===== src/rtl/xy_scan_if.sv =====
// Beat stream from the raster-scan generator: one beat covers LANES adjacent pixels.
// The master presents a beat and holds it until out_ready accepts it.
interface xy_scan_if #(
    parameter int X_BITS = 10,
    parameter int Y_BITS = 10,
    parameter int LANES  = 1
);
    logic              out_valid;
    logic              out_ready;
    logic [X_BITS-1:0] out_x;
    logic [Y_BITS-1:0] out_y;
    logic [LANES-1:0]  lane_mask;
    logic              eol;
    logic              eof;

    modport master (
        output out_valid, out_x, out_y, lane_mask, eol, eof,
        input  out_ready
    );

    modport slave (
        input  out_valid, out_x, out_y, lane_mask, eol, eof,
        output out_ready
    );
endinterface


===== src/rtl/xy_scan_gen.sv =====
// Raster x/y scan generator: walks a (max_x+1) x (max_y+1) frame LANES pixels per beat,
// optionally repeating frames, with stall, abort and completed-frame counting.
module xy_scan_gen #(
    parameter int X_BITS    = 10,
    parameter int Y_BITS    = 10,
    parameter int LANES     = 1,
    parameter int FCNT_BITS = 8
) (
    input  logic                 clk,
    input  logic                 rst,
    input  logic                 start,
    input  logic                 abort,
    input  logic                 continuous,
    input  logic [X_BITS-1:0]    max_x,
    input  logic [Y_BITS-1:0]    max_y,
    xy_scan_if.master            out_if,
    output logic                 busy,
    output logic                 done,
    output logic [FCNT_BITS-1:0] frame_cnt
);

    localparam int XW = X_BITS + 1;
    // One extra bit so LANES == 2**X_BITS and x + LANES past max_x never wrap.
    localparam logic [XW-1:0] LANES_W = XW'(LANES);

    typedef enum logic {IDLE, RUN} state_t;

    state_t                state_q, state_d;
    logic [X_BITS-1:0]     x_q, x_d;
    logic [Y_BITS-1:0]     y_q, y_d;
    logic [X_BITS-1:0]     max_x_q, max_x_d;
    logic [Y_BITS-1:0]     max_y_q, max_y_d;
    logic                  cont_q, cont_d;
    logic [FCNT_BITS-1:0]  fcnt_q, fcnt_d;
    logic                  done_q, done_d;

    logic [XW-1:0]         x_ext, max_x_ext, x_sum;
    logic [LANES-1:0]      lane_mask;
    logic                  eol, eof, fire;

    always_comb begin
        x_ext     = {1'b0, x_q};
        max_x_ext = {1'b0, max_x_q};
        x_sum     = x_ext + LANES_W;
        eol       = x_sum > max_x_ext;
        eof       = eol && (y_q == max_y_q);
        lane_mask = '0;
        for (int i = 0; i < LANES; i++) begin
            lane_mask[i] = (x_ext + XW'(i)) <= max_x_ext;
        end
    end

    assign busy              = (state_q == RUN);
    assign fire              = busy && out_if.out_ready;
    assign done              = done_q;
    assign frame_cnt         = fcnt_q;
    assign out_if.out_valid  = busy;
    assign out_if.out_x      = x_q;
    assign out_if.out_y      = y_q;
    assign out_if.lane_mask  = lane_mask;
    assign out_if.eol        = eol;
    assign out_if.eof        = eof;

    always_comb begin
        // NOTE: every _d gets its hold value first, so no path leaves a variable unassigned (no latch).
        state_d = state_q;
        x_d     = x_q;
        y_d     = y_q;
        max_x_d = max_x_q;
        max_y_d = max_y_q;
        cont_d  = cont_q;
        fcnt_d  = fcnt_q;
        done_d  = 1'b0;

        unique case (state_q)
            IDLE: begin
                if (start && !abort) begin
                    max_x_d = max_x;
                    max_y_d = max_y;
                    cont_d  = continuous;
                    x_d     = '0;
                    y_d     = '0;
                    fcnt_d  = '0;
                    state_d = RUN;
                end
            end
            RUN: begin
                if (abort) begin
                    state_d = IDLE;
                end else if (fire) begin
                    if (!eol) begin
                        x_d = x_sum[X_BITS-1:0];
                    end else if (!eof) begin
                        x_d = '0;
                        y_d = y_q + Y_BITS'(1);
                    end else begin
                        x_d    = '0;
                        y_d    = '0;
                        fcnt_d = fcnt_q + FCNT_BITS'(1);
                        if (!cont_q) begin
                            state_d = IDLE;
                            done_d  = 1'b1;
                        end
                    end
                end
            end
            default: state_d = IDLE;
        endcase
    end

    always_ff @(posedge clk) begin
        // NOTE: non-blocking assignments so every flop samples pre-edge values.
        if (rst) begin
            state_q <= IDLE;
            x_q     <= '0;
            y_q     <= '0;
            max_x_q <= '0;
            max_y_q <= '0;
            cont_q  <= 1'b0;
            fcnt_q  <= '0;
            done_q  <= 1'b0;
        end else begin
            state_q <= state_d;
            x_q     <= x_d;
            y_q     <= y_d;
            max_x_q <= max_x_d;
            max_y_q <= max_y_d;
            cont_q  <= cont_d;
            fcnt_q  <= fcnt_d;
            done_q  <= done_d;
        end
    end

endmodule


===== src/flat_wrapper.sv =====
// flat-port wrapper written by rule: the top's interface ports become plain ports
module xy_scan_gen_flat 
#(
    parameter int X_BITS    = 10,
    parameter int Y_BITS    = 10,
    parameter int LANES     = 1,
    parameter int FCNT_BITS = 8
)
  (clk, rst, start, abort, continuous, max_x, max_y, busy, done, frame_cnt, out_if_out_valid, out_if_out_x, out_if_out_y, out_if_lane_mask, out_if_eol, out_if_eof, out_if_out_ready);
  xy_scan_if #(.X_BITS(X_BITS), .Y_BITS(Y_BITS), .LANES(LANES)) out_if_i ();
  input  logic clk;
  input  logic rst;
  input  logic start;
  input  logic abort;
  input  logic continuous;
  input  logic [X_BITS-1:0] max_x;
  input  logic [Y_BITS-1:0] max_y;
  output logic busy;
  output logic done;
  output logic [FCNT_BITS-1:0] frame_cnt;
  output wire logic [$bits(out_if_i.out_valid)-1:0] out_if_out_valid;
  output wire logic [$bits(out_if_i.out_x)-1:0] out_if_out_x;
  output wire logic [$bits(out_if_i.out_y)-1:0] out_if_out_y;
  output wire logic [$bits(out_if_i.lane_mask)-1:0] out_if_lane_mask;
  output wire logic [$bits(out_if_i.eol)-1:0] out_if_eol;
  output wire logic [$bits(out_if_i.eof)-1:0] out_if_eof;
  input wire logic [$bits(out_if_i.out_ready)-1:0] out_if_out_ready;
  assign out_if_out_valid = out_if_i.out_valid;
  assign out_if_out_x = out_if_i.out_x;
  assign out_if_out_y = out_if_i.out_y;
  assign out_if_lane_mask = out_if_i.lane_mask;
  assign out_if_eol = out_if_i.eol;
  assign out_if_eof = out_if_i.eof;
  assign out_if_i.out_ready = out_if_out_ready;
  xy_scan_gen #(.X_BITS(X_BITS), .Y_BITS(Y_BITS), .LANES(LANES), .FCNT_BITS(FCNT_BITS)) u_core (.clk(clk), .rst(rst), .start(start), .abort(abort), .continuous(continuous), .max_x(max_x), .max_y(max_y), .out_if(out_if_i), .busy(busy), .done(done), .frame_cnt(frame_cnt));
endmodule

===== config.mk =====
export PLATFORM = sky130hd
export DESIGN_NAME = xy_scan_gen_flat
export DESIGN_NICKNAME = d
export VERILOG_FILES = /design/src/rtl/xy_scan_if.sv /design/src/rtl/xy_scan_gen.sv /design/src/flat_wrapper.sv
export SDC_FILE = /design/constraint.sdc
export NUM_CORES = 1
export LEC_CHECK = 0
export BUFFER_PORTS_ARGS = -buffer_cell sky130_fd_sc_hd__buf_2
export CAP_MARGIN = 20
export CORE_MARGIN = 2
export CORE_UTILIZATION = 55
export DETAILED_ROUTE_END_ITERATION = 10
export PLACE_DENSITY_LB_ADDON = 0.2
export SLEW_MARGIN = 15
export SYNTH_ARGS = -nofsm -noshare
export SYNTH_HDL_FRONTEND = slang
export SYNTH_SLANG_ARGS = --single-unit

===== constraint.sdc =====
create_clock -name clk -period 4.78 [get_ports clk]
set_input_delay 0.478 -clock clk [delete_from_list [all_inputs] [get_ports clk]]
set_output_delay 0.478 -clock clk [all_outputs]
set_load 0.01 [all_outputs]

==> results by group <==
Placed design
  – GPL Wtd Cong: about 0.95
  – DP HPWL: just over 5 mm
  – # port buffers: 59

Final layout
  – Layout area overhead: 14.5%
  – Total Nets Final: around 460
  – Share of layout cells above drive strength 1: 20.5%
  – # fillers: around 480
  – Diodes inserted: 0
  – Final Util: 65.4%

Worst setup path
  – Buf/Inv on CP: 1
  – Reg2reg path depth: 11
  – Critical-path cell list: ha_1 -> nand3_1 -> or2_2 -> xnor2_1 -> ha_1 -> and3_4 -> or4b_4 -> o211ai_2 -> a21oi_1 -> buf_2
  – Top delay family on crit path: simple AND/OR/NAND/NOR gates
  – Critical path class: reg2out
  – Crit end category: primary output
  – CP Data Required Time: 4.30 ns
  – Cell mode on critical path: ha_1
  – Highest-delay cell along the critical path: or4b_4
  – Crit path max fanout: 8
  – Maximum single-stage delay on the critical path: 0.51 ns
  – R2r startpoint: u_core.out_if.out_x[1]
  – Arr. time, crit path: 3.40 ns
  – FF-to-FF setup slack: 1.11 ns
  – Critical Path Start Type: flop
  – Reg-to-reg endpoint: u_core.out_if.out_x[1]

Route
  – Routed vias: 2692
  – DRC violations left: 0
  – DR iter-0 viols: roughly 140
  – Total routed wirelength: 6.76 mm
  – Vias/cell: 5.56
  – DRT Pass-1 Iters: 4
  – Final ANT Viol Nets: 0
  – WL/cell: 14.0 um

Clock network
  – Reg clk slew, reported paths: 0.10 ns
  – Number of setup buffers added after CTS: 0
  – Clock Root Buffer: clkbuf_8
  – CTS tree: yes
  – CTS hold repair buffers: 0
  – CTS buffer count: 5
  – Maximum clock path buffer count: 2
  – Clock Latency Late Sink: 0.31 ns
  – Clk sinks: 51
  – Max H-tree Level: 2
  – CTS resizes: 0

Timing
  – Tmin final: 3.88 ns
  – RSZ-0062 raised after global routing: false
  – Max-slew violations: 0
  – Fin. Hold Viols: 0
  – Final setup viols: 0
  – FMAX: 258 MHz
  – Setup TNS: 0 ns
  – Final Skew: 0.00813 ns
  – Slew @ Worst Pin: 0.709 ns
  – Relative slew slack: approximately 53%
  – Hold_ws: 0.390 ns
  – Final period util: 81.2%

Synthesis
  – Synthesized area: 2920 um^2
  – Synth Register Bits: 51
  – Netlist cell types: 49
  – Mux cell area share after synthesis: 0.343%
  – Simple-gate share of the synthesized area: 23.7%
  – Xor-xnor portion of the synthesized cell area: under 10%
  – Post-synth top flop: dfxtp_1
  – Largest family of logic cells by synthesized area: simple AND/OR/NAND/NOR gates
  – Register area share after synthesis: 35.0%
  – Post-synthesis compound-gate area fraction: around 18%
  – Cell count after synthesis: around 360
  – EDFF count, synth: 0
  – Ys Warns: 0
  – Async SR Flop Fraction: 0%
  – Post-synth net total: 408
  – Synth Area in Adders: 9.86%
  – Synthesized area per cell: 8.13 um^2

Power
  – Sequential share of power: 53.5%
  – Clock Power Share: between 30 and 40%
  – Lkg Pwr: approximately 1.5 nW
  – Psw: between 0.2 and 0.25 mW
  – P_int: around 0.6 mW
  – Switching share of total power: between 20% and 30%
  – Logic pwr share: 16.1%
  – Pwr per Cell Area: 249 nW/um^2
  – Peak VDD IR: about 0.16 mV

GRT
  – Global-route wire length before repair: between 10 and 15 mm
  – Gr ovfl total: 0
  – Vias in the first global route: 2448
  – Largest net degree at the start of global routing: 32
  – Initial antenna violation count: 0
  – GRT Resource Usage Total: 23.7%

Worst hold path
  – Origin of the worst min-delay path: max_y[3]
  – Worst hold path endpoint: u_core.max_y_q[3]
  – WHS Path Cells: 3
  – Min-delay worst type: in2reg

Floorplanning
  – Top-Level Pins: 60
  – Count of standard-cell rows: 26
  – Die area: 5910 um^2
  – Core area: 5110 um^2
  – Chip Width: between 70 and 80 um
  – Die Y: 76.9 um
  – Initial Util: 57.2%

Run status
  – Status: complete, no violations

Flow run
  – Max-cap violation count: 0
## routing by layer
| layer | vias to the layer above | wire length, um | GRT usage, % | share of wire, % |
|---|---|---|---|---|
| li1 | 1357 | - | - | - |
| met1 | 1246 | 3150 | 31.8 | 47 |
| met2 | 82 | 3080 | 38.7 | 46 |
| met3 | 7 | 463 | 4.71 | 6.9 |
| met4 | 0 | 65 | 6.73 | 0.96 |
| met5 | - | 0 | 0 | 0 |
## cell usage in the layout, fill, tap and decap left out, drive strengths merged, types with 9 or more instances in the layout
master	synthesis	layout
nand3	9	9
nand2	64	64
xnor2	15	15
buf	4	61
xor2	15	15
nor2	25	25
inv	15	15
nand4	9	9
ha	23	23
o21ai	9	9
a21oi	44	44
dfxtp	51	51
## sequential cells by signal (all words and copies together), names as in the netlist
| name | flops |
|---|---|
| u_core.max_y_q | 10 |
| u_core.max_x_q | 10 |
| u_core.out_if.out_y | 10 |
| u_core.out_if.out_x | 10 |
| u_core.cont_q | 1 |
| u_core.frame_cnt | 8 |
| u_core.busy | 1 |
| u_core.done | 1 |
## worst reg2reg max path: cells and delay by family (launching register included)
| kind | cells | cell delay, ns |
|---|---|---|
| flip-flops | 1 | 0.45 |
| AO/OA/AOI/OAI | 3 | 0.84 |
| AND/OR/NAND/NOR | 5 | 1.59 |
| adder cells (fa/ha/maj) | 2 | 0.60 |
| XOR/XNOR | 1 | 0.14 |
## power groups by stage
| stage | logic, mW | registers (mW) | clock network (mW) |
|---|---|---|---|
| after floorplan | 0.0944 | 0.452 | 0 |
| final | 0.134 | 0.444 | 0.252 |
| after global routing | 0.149 | 0.446 | 0.273 |
| after detailed placement | 0.132 | 0.454 | 0 |
| after CTS | 0.134 | 0.444 | 0.256 |
| after global placement | 0.131 | 0.454 | 0 |
## stage by stage
stage / power [mW] / std cells / instance area (um^2) / setup slack, ns
final: 0.831 / 484 / 3340 / 0.899
after global routing: 0.869 / 484 / 3340 / 0.761
after CTS: 0.834 / 484 / 3340 / 0.938
after detailed placement: 0.587 / 476 / 3250 / 1.18
after global placement: 0.584 / 476 / 3250 / 1.28
after floorplan: 0.547 / 359 / 2920 / 1.47
## worst max-delay path by stage
stage / end / cells after the start / slack, ns / startpoint
after global placement: u_core.out_if.out_x[1] / 11 / 1.28 / u_core.out_if.out_x[0]
after global routing: out_if_eof / 10 / 0.76 / u_core.out_if.out_x[1]
after detailed placement: u_core.out_if.out_x[1] / 11 / 1.18 / u_core.out_if.out_x[1]
after floorplan: u_core.out_if.out_x[9] / 11 / 1.47 / u_core.out_if.out_x[0]
final: out_if_eof / 10 / 0.90 / u_core.out_if.out_x[1]
after CTS: out_if_eof / 10 / 0.94 / u_core.out_if.out_x[1]
## synthesized netlist by cell type, types with 6 or more instances
master     n  area share [%]
o21ai_0    8             1.4
xnor2_1   15             4.5
ha_1      23             9.9
inv_1     15             1.9
a21o_1     6             1.5
dfxtp_1   51              35
nand2_1   64             8.2
a21oi_1   40             6.9
nand3_1    9             1.5
clkbuf_1  10             1.3
nor2_1    25             3.2
xor2_1    15             4.5
nand4_1    9             1.9
## cell families after synthesis
| family | count (synthesis) |
|---|---|
| compound gates | 82 |
| xor+xnor | 30 |
| fa+ha+maj | 23 |
| buf+inv | 29 |
| flops | 51 |
| mux | 1 |
| simple gates | 143 |
## final cells by class
cell class	count	area, um^2	area share (%)
multi-input combinational	279	1780	53.2
sequential	51	1020	30.6
timing repair buffer	61	310	9.28
tap	70	87.6	2.62
clock buffer	5	68.8	2.06
inverter	15	56.3	1.68
clock inverter	3	20.0	0.599
(Power assumes the default switching activity.)
